<file path="src/rtl/ifetch.sv">
// ifetch: instruction fetch stage.
// Samples pc_curr, issues one read to instruction memory over imem_req/imem_ack,
// captures the returned word with its PC and holds it for the consumer on
// instr_valid/instr_ready. A flush abandons the current fetch. A request that
// is already on the bus is still held until its ack arrives (DRAIN), and the
// returned data is then dropped.
// Optional feature macro: IFETCH_TIMEOUT_EN. When it is defined, a watchdog
// ends a REQ/DRAIN that gets no ack and sets the sticky fetch_err flag.
module ifetch #(
  parameter int PC_W        = 10,
  parameter int INSTR_W     = 16,
  parameter int TIMEOUT_CYC = 255
) (
  input  logic               clk,
  input  logic               rst_n,
  input  logic               fetch_en,
  input  logic               flush,
  input  logic [PC_W-1:0]    pc_curr,
  output logic               imem_req,
  output logic [PC_W-1:0]    imem_addr,
  input  logic               imem_ack,
  input  logic [INSTR_W-1:0] imem_rdata,
  output logic               instr_valid,
  input  logic               instr_ready,
  output logic [INSTR_W-1:0] instr,
  output logic [PC_W-1:0]    instr_pc,
  output logic               fetch_err
);

  typedef enum logic [1:0] {
    IDLE  = 2'd0,
    REQ   = 2'd1,
    HOLD  = 2'd2,
    DRAIN = 2'd3
  } state_t;

  state_t             state_q, state_d;
  logic               req_q, req_d;
  logic [PC_W-1:0]    addr_q, addr_d;
  logic               valid_q, valid_d;
  logic [INSTR_W-1:0] instr_q, instr_d;
  logic [PC_W-1:0]    instr_pc_q, instr_pc_d;
  logic               timeout_hit;

`ifdef IFETCH_TIMEOUT_EN
  // The counter is at least 8 bits wide even for small limits.
  localparam int CNT_W = ($clog2(TIMEOUT_CYC + 1) < 8) ? 8 : $clog2(TIMEOUT_CYC + 1);
  // Timeout fires on the edge at which the count would reach TIMEOUT_CYC,
  // so the request is on the bus for exactly TIMEOUT_CYC cycles.
  localparam logic [CNT_W-1:0] CNT_LAST = CNT_W'(TIMEOUT_CYC - 1);

  logic [CNT_W-1:0] cnt_q, cnt_d;
  logic             err_q, err_d;

  assign timeout_hit = (state_q == REQ || state_q == DRAIN) && !imem_ack &&
                       (cnt_q == CNT_LAST);

  // Watchdog count: clear on entry to REQ/DRAIN, count each waiting cycle there.
  always_comb begin
    cnt_d = cnt_q;
    err_d = err_q | timeout_hit;
    if ((state_d == REQ || state_d == DRAIN) && state_d != state_q) begin
      cnt_d = '0;
    end else if ((state_q == REQ || state_q == DRAIN) && !imem_ack) begin
      cnt_d = cnt_q + 1'b1;
    end
  end

  // Watchdog registers; fetch_err stays set until reset.
  always_ff @(posedge clk or negedge rst_n) begin
    if (!rst_n) begin
      cnt_q <= '0;
      err_q <= 1'b0;
    end else begin
      cnt_q <= cnt_d;
      err_q <= err_d;
    end
  end

  assign fetch_err = err_q;
`else
  assign timeout_hit = 1'b0;
  assign fetch_err   = 1'b0;
`endif

  // Next-state and next-output logic for the fetch FSM.
  // NOTE: every target gets a default first, so no path leaves one unassigned and no latch is inferred.
  always_comb begin
    state_d    = state_q;
    req_d      = req_q;
    addr_d     = addr_q;
    valid_d    = valid_q;
    instr_d    = instr_q;
    instr_pc_d = instr_pc_q;
    unique case (state_q)
      IDLE: begin
        // flush has priority over starting a fetch.
        if (fetch_en && !flush) begin
          req_d   = 1'b1;
          addr_d  = pc_curr;
          state_d = REQ;
        end
      end
      REQ: begin
        if (imem_ack) begin
          req_d = 1'b0;
          if (flush) begin
            state_d = IDLE;
          end else begin
            instr_d    = imem_rdata;
            instr_pc_d = addr_q;
            valid_d    = 1'b1;
            state_d    = HOLD;
          end
        end else if (timeout_hit) begin
          req_d   = 1'b0;
          state_d = IDLE;
        end else if (flush) begin
          // The request must stay up until the memory acks it.
          state_d = DRAIN;
        end
      end
      HOLD: begin
        // Returning to IDLE inserts one bubble, so the PC update is visible before the next sample.
        if (instr_ready || flush) begin
          valid_d = 1'b0;
          state_d = IDLE;
        end
      end
      DRAIN: begin
        if (imem_ack || timeout_hit) begin
          req_d   = 1'b0;
          state_d = IDLE;
        end
      end
      default: state_d = IDLE;
    endcase
  end

  // State and output registers, cleared asynchronously.
  // NOTE: non-blocking assignments here, so every flop samples the pre-edge values.
  always_ff @(posedge clk or negedge rst_n) begin
    if (!rst_n) begin
      state_q    <= IDLE;
      req_q      <= 1'b0;
      addr_q     <= '0;
      valid_q    <= 1'b0;
      instr_q    <= '0;
      instr_pc_q <= '0;
    end else begin
      state_q    <= state_d;
      req_q      <= req_d;
      addr_q     <= addr_d;
      valid_q    <= valid_d;
      instr_q    <= instr_d;
      instr_pc_q <= instr_pc_d;
    end
  end

  assign imem_req    = req_q;
  assign imem_addr   = addr_q;
  assign instr_valid = valid_q;
  assign instr       = instr_q;
  assign instr_pc    = instr_pc_q;

endmodule
</file>
<file path="config.mk">
export PLATFORM = sky130hd
export DESIGN_NAME = ifetch
export DESIGN_NICKNAME = d
export VERILOG_FILES = /design/src/rtl/ifetch.sv
export SDC_FILE = /design/constraint.sdc
export NUM_CORES = 1
export LEC_CHECK = 0
export BUFFER_PORTS_ARGS = -buffer_cell sky130_fd_sc_hd__buf_2
export CORE_ASPECT_RATIO = 1.5
export CORE_MARGIN = 10
export CORE_UTILIZATION = 45
export CTS_BUF_LIST = sky130_fd_sc_hd__clkbuf_8
export DETAILED_ROUTE_END_ITERATION = 12
export PLACE_DENSITY = 0.76
export SYNTH_ARGS = -nofsm -noshare
export SYNTH_HDL_FRONTEND = slang
export SYNTH_SLANG_ARGS = --single-unit
</file>
<file path="constraint.sdc">
create_clock -name clk -period 1.9 [get_ports clk]
set_input_delay 0.38 -clock clk [delete_from_list [all_inputs] [get_ports clk]]
set_output_delay 0.38 -clock clk [all_outputs]
set_load 0.02 [all_outputs]
</file>
Yosys cells after proc, flatten, opt, wreduce, memory -nomap -nowiden. Cells that the tools add are included.

Output and inout bits: 39. Flip-flop bits (word level): 40.

Reductions and logical operators: 12. Bitwise operators: 1. Muxes and demuxes: 14. Equality and inequality tests: 10.

Operators by type and width (number): 2-bit 2-to-1 mux (6); 2-bit inequality test, second input constant (5); 2-bit case mux with 4 select lines (1); 4-bit AND reduction (2); 3-bit AND reduction (2); 1-bit 2-to-1 mux (5); 2-bit equality test, second input constant (2); 1-bit case mux with 2 select lines (2); 2-bit nonzero test (2); 3-bit inequality test, second input constant (1); 2-bit by 1-bit equality test with 1-bit output, second input constant (1); 2-bit logical NOT (1); 2-bit by 1-bit inequality test with 1-bit output, second input constant (1); 2-bit AND reduction (1); 2-bit OR reduction (1); 1-bit logical AND (1); 1-bit logical NOT (1); 1-bit logical OR (1); 1-bit NOT (1).

Longest topological paths before layout. Gate-level depths: netlist of run 1.

Depth in word-level cells: 4. Depth in mapped cells: 3.

Worst setup path before layout of run 1. OpenSTA, ideal clock, no wires.

Path kind: flip-flop to flip-flop. Start point: register state_q[1]. End point: register instr_q[10] (netlist: instr[10]). Data required time: 1.775 ns. Arrival: 1.247 ns. Cell stages (with the launch flop): 4. Path slack: 0.527 ns. Setup time: 0.125 ns. Cells stage by stage: dfrtp_1 and4bb_4 buf_12 mux2_4.

Longest elaborated chain between the ends: 2.

Ends and longest elaborated chain: from (decl) (RTL line 37) `state_t state_q, state_d;`; from (signal assigned) (RTL line 151) `state_q <= state_d;`; 2-bit by 1-bit equality test with 1-bit output (RTL line 95) `unique case (state_q)`; 3-bit AND reduction (no line); to (signal assigned) (RTL line 155) `instr_q <= instr_d;`; to (decl) (RTL line 41) `logic [INSTR_W-1:0] instr_q, instr_d;`.

No other way between the ends. A chain may end at the register's enable or synchronous reset.

Worst setup path in the final report of run 1.
Start point: register state_q[1]. End point: register instr_q[1] (netlist: instr[1]).

The elaborated chain is that of the path after synthesis.

==> flow_metrics.tcl, run 1 <==
set metrics [dict create \
    status "finished clean" \
    numCtsBuffers 5 \
    overflow 0 \
    final_common_cell "buf_2" \
    power_mw 3.328 \
    synth_seq_cells 40 \
    clock_latency_ns 0.28 \
    leakage_nw 1.054 \
    finalCriticalPeriod_ns 1.649 \
    wl_met2_um 1707 \
    cts_resized 0 \
    rows 27 \
    crit_type "flop to flop" \
    start_util_pct 46.07 \
    grt_max_degree 41 \
    viasPerCell 4.938 \
    setup.worst_path.start "state_q[1]$_DFFE_PN0P_" \
    htreeDepth 2 \
    dp_hpwl_um 2811 \
    diodes 0 \
    synth_nets 127 \
    yosysWarnings 0 \
    core_area_mm2 0.003615 \
    layout_setup_ws_ns 0.2506 \
    r2r_start "state_q[1]$_DFFE_PN0P_" \
    min-delay-path-class "input port to async pin" \
    clock.fmax_mhz 606.3 \
    synth_cell_types 20 \
    hold_viol 0 \
    syn-cell-area_mm2 0.001665 \
    cts.path.max_buffers 2 \
    power_density_mw_per_mm2 1584 \
    io_buffers 69 \
    netlist_instances 95 \
    wirelength_met1_um 1528 \
    cap_violations 0 \
    first_pass_iters 3 \
    ant_nets 0 \
    setup_viol_count_final 0 \
    multi_input_area_um2 600.6 \
    register_area_mm2 0.001001 \
    dieArea_mm2 0.006584 \
    maxSlewViolCount 0 \
    worst_setup_path_end_kind "flop" \
    cp.required_ns 2.07 \
    drcViolationCount 0 \
    top_layer_used "met4" \
    antenna_found_initial 0 \
    cts_sinks 40 \
    fin_crit_sh_pct 86.81 \
    worstPathArrival_ns 1.82 \
    io_pins 71 \
    totalWireLength_um 3700 \
    track_usage_pct 11.31 \
    cts_tree "yes" \
    die_w_um 69.67 \
    stdcell_count 211 \
    ir_drop_mv 1.165 \
    wl_per_cell_um 17.54 \
    rsz0062_at_grt "no" \
    holdWs_ns 0.2064 \
    drive_gt1_share_pct 69.05 \
    cp-start-kind "flop" \
    num_vias 1042 \
    fillerInstances 305 \
    die_h_um 94.51 \
    clock_skew_ns 0.006263 \
    crit_fanout 22 \
    grt_pass1_vias 1227 \
    place_congestion 0.7631 \
    timing.slew.headroom_pct 42.25 \
    dp_cells 203 \
    grt_pass1_wl_um 6072 \
    seq_area_frac_synth_pct 60.11 \
    postCtsSetupBuffers 0 \
    syn_to_final_growth_pct 26.15 \
    place_ws_ns 0.2196 \
    layout_common_cells "buf_2, dfrtp_1, mux2_4" \
    drtIter0Drc 42 \
    synth.avg_cell_area_um2 17.53 \
    nNetsFinal 199 \
    tns_ns 0 \
    tightest_slew_ns 0.8662 \
    cts_hold_buf 0 \
    wl_met3_um 425 \
    root_buffer "clkbuf_8" \
    clkTransAtPathRegs_ns 0.08 \
]
critical path, cell delays in order (launching register included):
cell and delay, ns:
dfrtp_1 0.45, and4bb_4 0.68, mux2_2 0.39
power by group:
part | internal (mW) | switching (mW) | leakage (nW)
logic | 0.630 | 0.733 | 0.525
registers | 1.20 | 0.207 | 0.478
clock network | 0.289 | 0.270 | 0.0510
stage by stage:
step	util (%)	instance area (um^2)
3_3_place_gp	55.56	2008
4_1_cts	58.12	2101
2_1_floorplan	-	1665
5_1_grt	58.12	2101
6_report	58.12	2101
3_5_place_dp	55.56	2008
layout make-up:
| class | instances | area share [%] |
|---|---|---|
| clock inverter | 2 | 0.4765 |
| clock buffer | 6 | 3.931 |
| sequential | 40 | 47.65 |
| timing repair buffer | 70 | 16.80 |
| multi-input combinational | 50 | 28.59 |
| tap | 43 | 2.561 |
Yosys cell counts:
| library cell | instances | area [um^2] |
|---|---|---|
| dfrtp_1 | 40 | 1001 |
| mux2_4 | 19 | 285.3 |
| mux2_2 | 17 | 191.4 |
| buf_12 | 2 | 40.04 |
| nand2b_1 | 2 | 12.51 |
| a211o_1 | 1 | 8.760 |
| a21o_1 | 1 | 7.510 |
| and4bb_4 | 1 | 16.27 |
| buf_2 | 1 | 5.000 |
| buf_4 | 1 | 7.510 |
| buf_6 | 1 | 11.26 |
| conb_1 | 1 | 3.750 |
| nand2_1 | 1 | 3.750 |
| nand4bb_1 | 1 | 11.26 |
| nor2_1 | 1 | 3.750 |
| nor3b_1 | 1 | 7.510 |
| nor4b_4 | 1 | 23.77 |
| o211ai_1 | 1 | 7.510 |
| or2b_1 | 1 | 7.510 |
| or4b_1 | 1 | 10.01 |
path summary, 6_finish.rpt:
check	to	slack, ns	cells after the start
min	instr_pc[1]$_DFFE_PN0P_	0.21	1
min in group clk	instr[4]$_DFFE_PN0P_	0.32	2
min reg2reg	instr_pc[8]$_DFFE_PN0P_	0.51	1
max in group asynchronous	instr_pc[9]$_DFFE_PN0P_	1.15	1
max reg2reg	instr[1]$_DFFE_PN0P_	0.25	2
max	instr[1]$_DFFE_PN0P_	0.25	2
cell families after synthesis:
| logic type | share of synthesized area (%) |
|---|---|
| compound gates | 1.428 |
| mux | 28.62 |
| other cells | 0.2252 |
| buf+inv | 3.832 |
| simple gates | 5.785 |
| flops | 60.11 |
flip-flops by register name, summed over array words and instances, names as in the netlist:
register / count
state_q: 2
imem_addr: 10
instr_pc: 10
imem_req: 1
instr: 16
instr_valid: 1
routing by layer:
metal	vias to the layer above	track usage, %
li1	471	-
met1	513	12.61
met2	54	17.74
met3	4	6.611
met4	0	3.960
met5	-	0
Note: power is estimated with default switching activity, not from simulation.
==> run 2, diff against run 1 <==
CORE_ASPECT_RATIO = 0.6   (was 1.5)
SKIP_CTS_REPAIR_TIMING = 1   (was not set)
==> run 2 against run 1 <==
Non-clock buffer count rose by 1; critical endpoint unchanged; largest power group unchanged; clock power increased by 5.0%; sequential share of layout area fell by 0.37 points; via count is 0.58% lower; fmax is 1.1% lower; hold slack got worse by 0.18 ns; largest cell class unchanged; critical path type unchanged; highest routed layer unchanged.
==> flow_metrics.tcl, run 2 (synthesis gave the netlist of run 1 again) <==
set metrics [dict create \
    grt_pass1_vias 1169 \
    grt_pass1_wl_um 5775 \
    ant_nets 0 \
    syn_to_final_growth_pct 27.12 \
    first_pass_iters 2 \
    setup.worst_path.start "state_q[1]$_DFFE_PN0P_" \
    dpl_cell_area_mm2 0.002021 \
    cp.required_ns 2.07 \
    register_area_mm2 0.001001 \
    tns_ns 0 \
    track_usage_pct 11.14 \
    worst_setup_path_end_kind "flop" \
    clkTransAtPathRegs_ns 0.08 \
    die_w_um 98.54 \
    maxSlewViolCount 0 \
    final_common_cell "buf_2" \
    core_area_mm2 0.003616 \
    fin_crit_sh_pct 87.77 \
    cp_num_buf_inv 0 \
    overflow 0 \
    drive_gt1_share_pct 69.05 \
    viasPerCell 4.819 \
    layout_common_cells "buf_2, dfrtp_1, mux2_4" \
    clock.fmax_mhz 599.6 \
    cap_violations 0 \
    totalWireLength_um 3715 \
    rsz0062_at_grt "no" \
    cts_tree "yes" \
    finalCriticalPeriod_ns 1.668 \
    r2r-end "instr[1]$_DFFE_PN0P_" \
    crit_fanout 22 \
    dp_cells 208 \
    cts.path.max_buffers 2 \
    status "finished clean" \
    cp_cell_sequence "and4bb_4 > mux2_2" \
    r2r_start "state_q[1]$_DFFE_PN0P_" \
    leakage_nw 1.058 \
    start_util_pct 46.06 \
    stdcell_count 215 \
    cp_top_family "simple AND/OR/NAND/NOR gates" \
    numCtsBuffers 5 \
    path_depth 2 \
    io_pins 71 \
    worstPathArrival_ns 1.83 \
    min-delay-path-class "input port to async pin" \
    place_congestion 0.6951 \
    cp-start-kind "flop" \
    multi_input_area_um2 600.6 \
    cts_sinks 40 \
    root_buffer "clkbuf_8" \
    antenna_found_initial 0 \
    crit_path_end "instr[1]$_DFFE_PN0P_" \
    die_h_um 67.12 \
    drcViolationCount 0 \
    grt_max_degree 23 \
    largest_reg_flops 16 \
    dieArea_mm2 0.006614 \
    setup_viol_count_final 0 \
    slowest_stage "and4bb_4" \
    clock_skew_ns 0.01110 \
    htreeDepth 2 \
    rrSetupSlack_ns 0.23 \
    nNetsFinal 200 \
    diodes 0 \
    critPathMaxStageDelay_ns 0.69 \
    rows 17 \
    design_area_mm2 0.002117 \
    crit_type "flop to flop" \
    num_vias 1036 \
    power_density_mw_per_mm2 1586 \
    hold_viol 0 \
    reg2reg_depth 2 \
    dp_hpwl_um 2873 \
    wl_per_cell_um 17.28 \
    io_buffers 69 \
    ir_drop_mv 0.7564 \
    drtIter0Drc 36 \
    fillerInstances 305 \
    clock_latency_ns 0.29 \
]
==> run 2: cell types whose count changed in the layout (fill, tap and decap cells not counted) <==
cell      before  now
clkbuf_8       6    7
clkinv_2       2    0
buf_4          1    2
==> run 2: worst reg2reg max path, delay by kind of cell (launching register included) <==
family | cells | cell delay [ns]
DFF | 1 | 0.47
muxes | 1 | 0.40
and+or+nand+nor | 1 | 0.69
==> run 2: layer usage <==
layer,GRT usage [%],wire length (um)
met5,0,0
met4,4.270,47
met3,6.295,360
met2,18.73,1822
met1,11.64,1485
==> run 2: power by group <==
group	leakage (nW)	internal [mW]	switching [mW]
Sequential	0.478	1.20	0.207
Combinational	0.530	0.632	0.734
Clock	0.0503	0.323	0.264
==> run 2: how the worst min path moves through the flow <==
stage,startpoint,to,slack [ns]
CTS,rst_n,instr_pc[6]$_DFFE_PN0P_,0.03
global route,rst_n,instr_pc[6]$_DFFE_PN0P_,0.05
detailed placement,rst_n,instr_pc[6]$_DFFE_PN0P_,0.34
floorplan,rst_n,imem_addr[0]$_DFFE_PN0P_,0.08
finish,rst_n,instr_pc[6]$_DFFE_PN0P_,0.03
global placement,rst_n,imem_addr[5]$_DFFE_PN0P_,0.33
==> run 2: cell type report <==
cell class,count,share of cell area [%]
clock buffer,7,4.551
multi-input combinational,50,28.37
sequential,40,47.28
tap,47,2.778
timing repair buffer,71,17.02
==> run 2: stage by stage <==
stage | setup WS (ns) | power (mW) | hold slack [ns] | utilization, %
after floorplan | 0.5274 | 2.297 | 0.08441 | -
after global placement | 0.2631 | 2.765 | 0.3278 | 55.88
after detailed placement | 0.2273 | 2.809 | 0.3425 | 55.88
after CTS | 0.2399 | 3.414 | 0.03089 | 58.55
after global routing | 0.1810 | 3.566 | 0.04910 | 58.55
final | 0.2323 | 3.358 | 0.02941 | 58.55
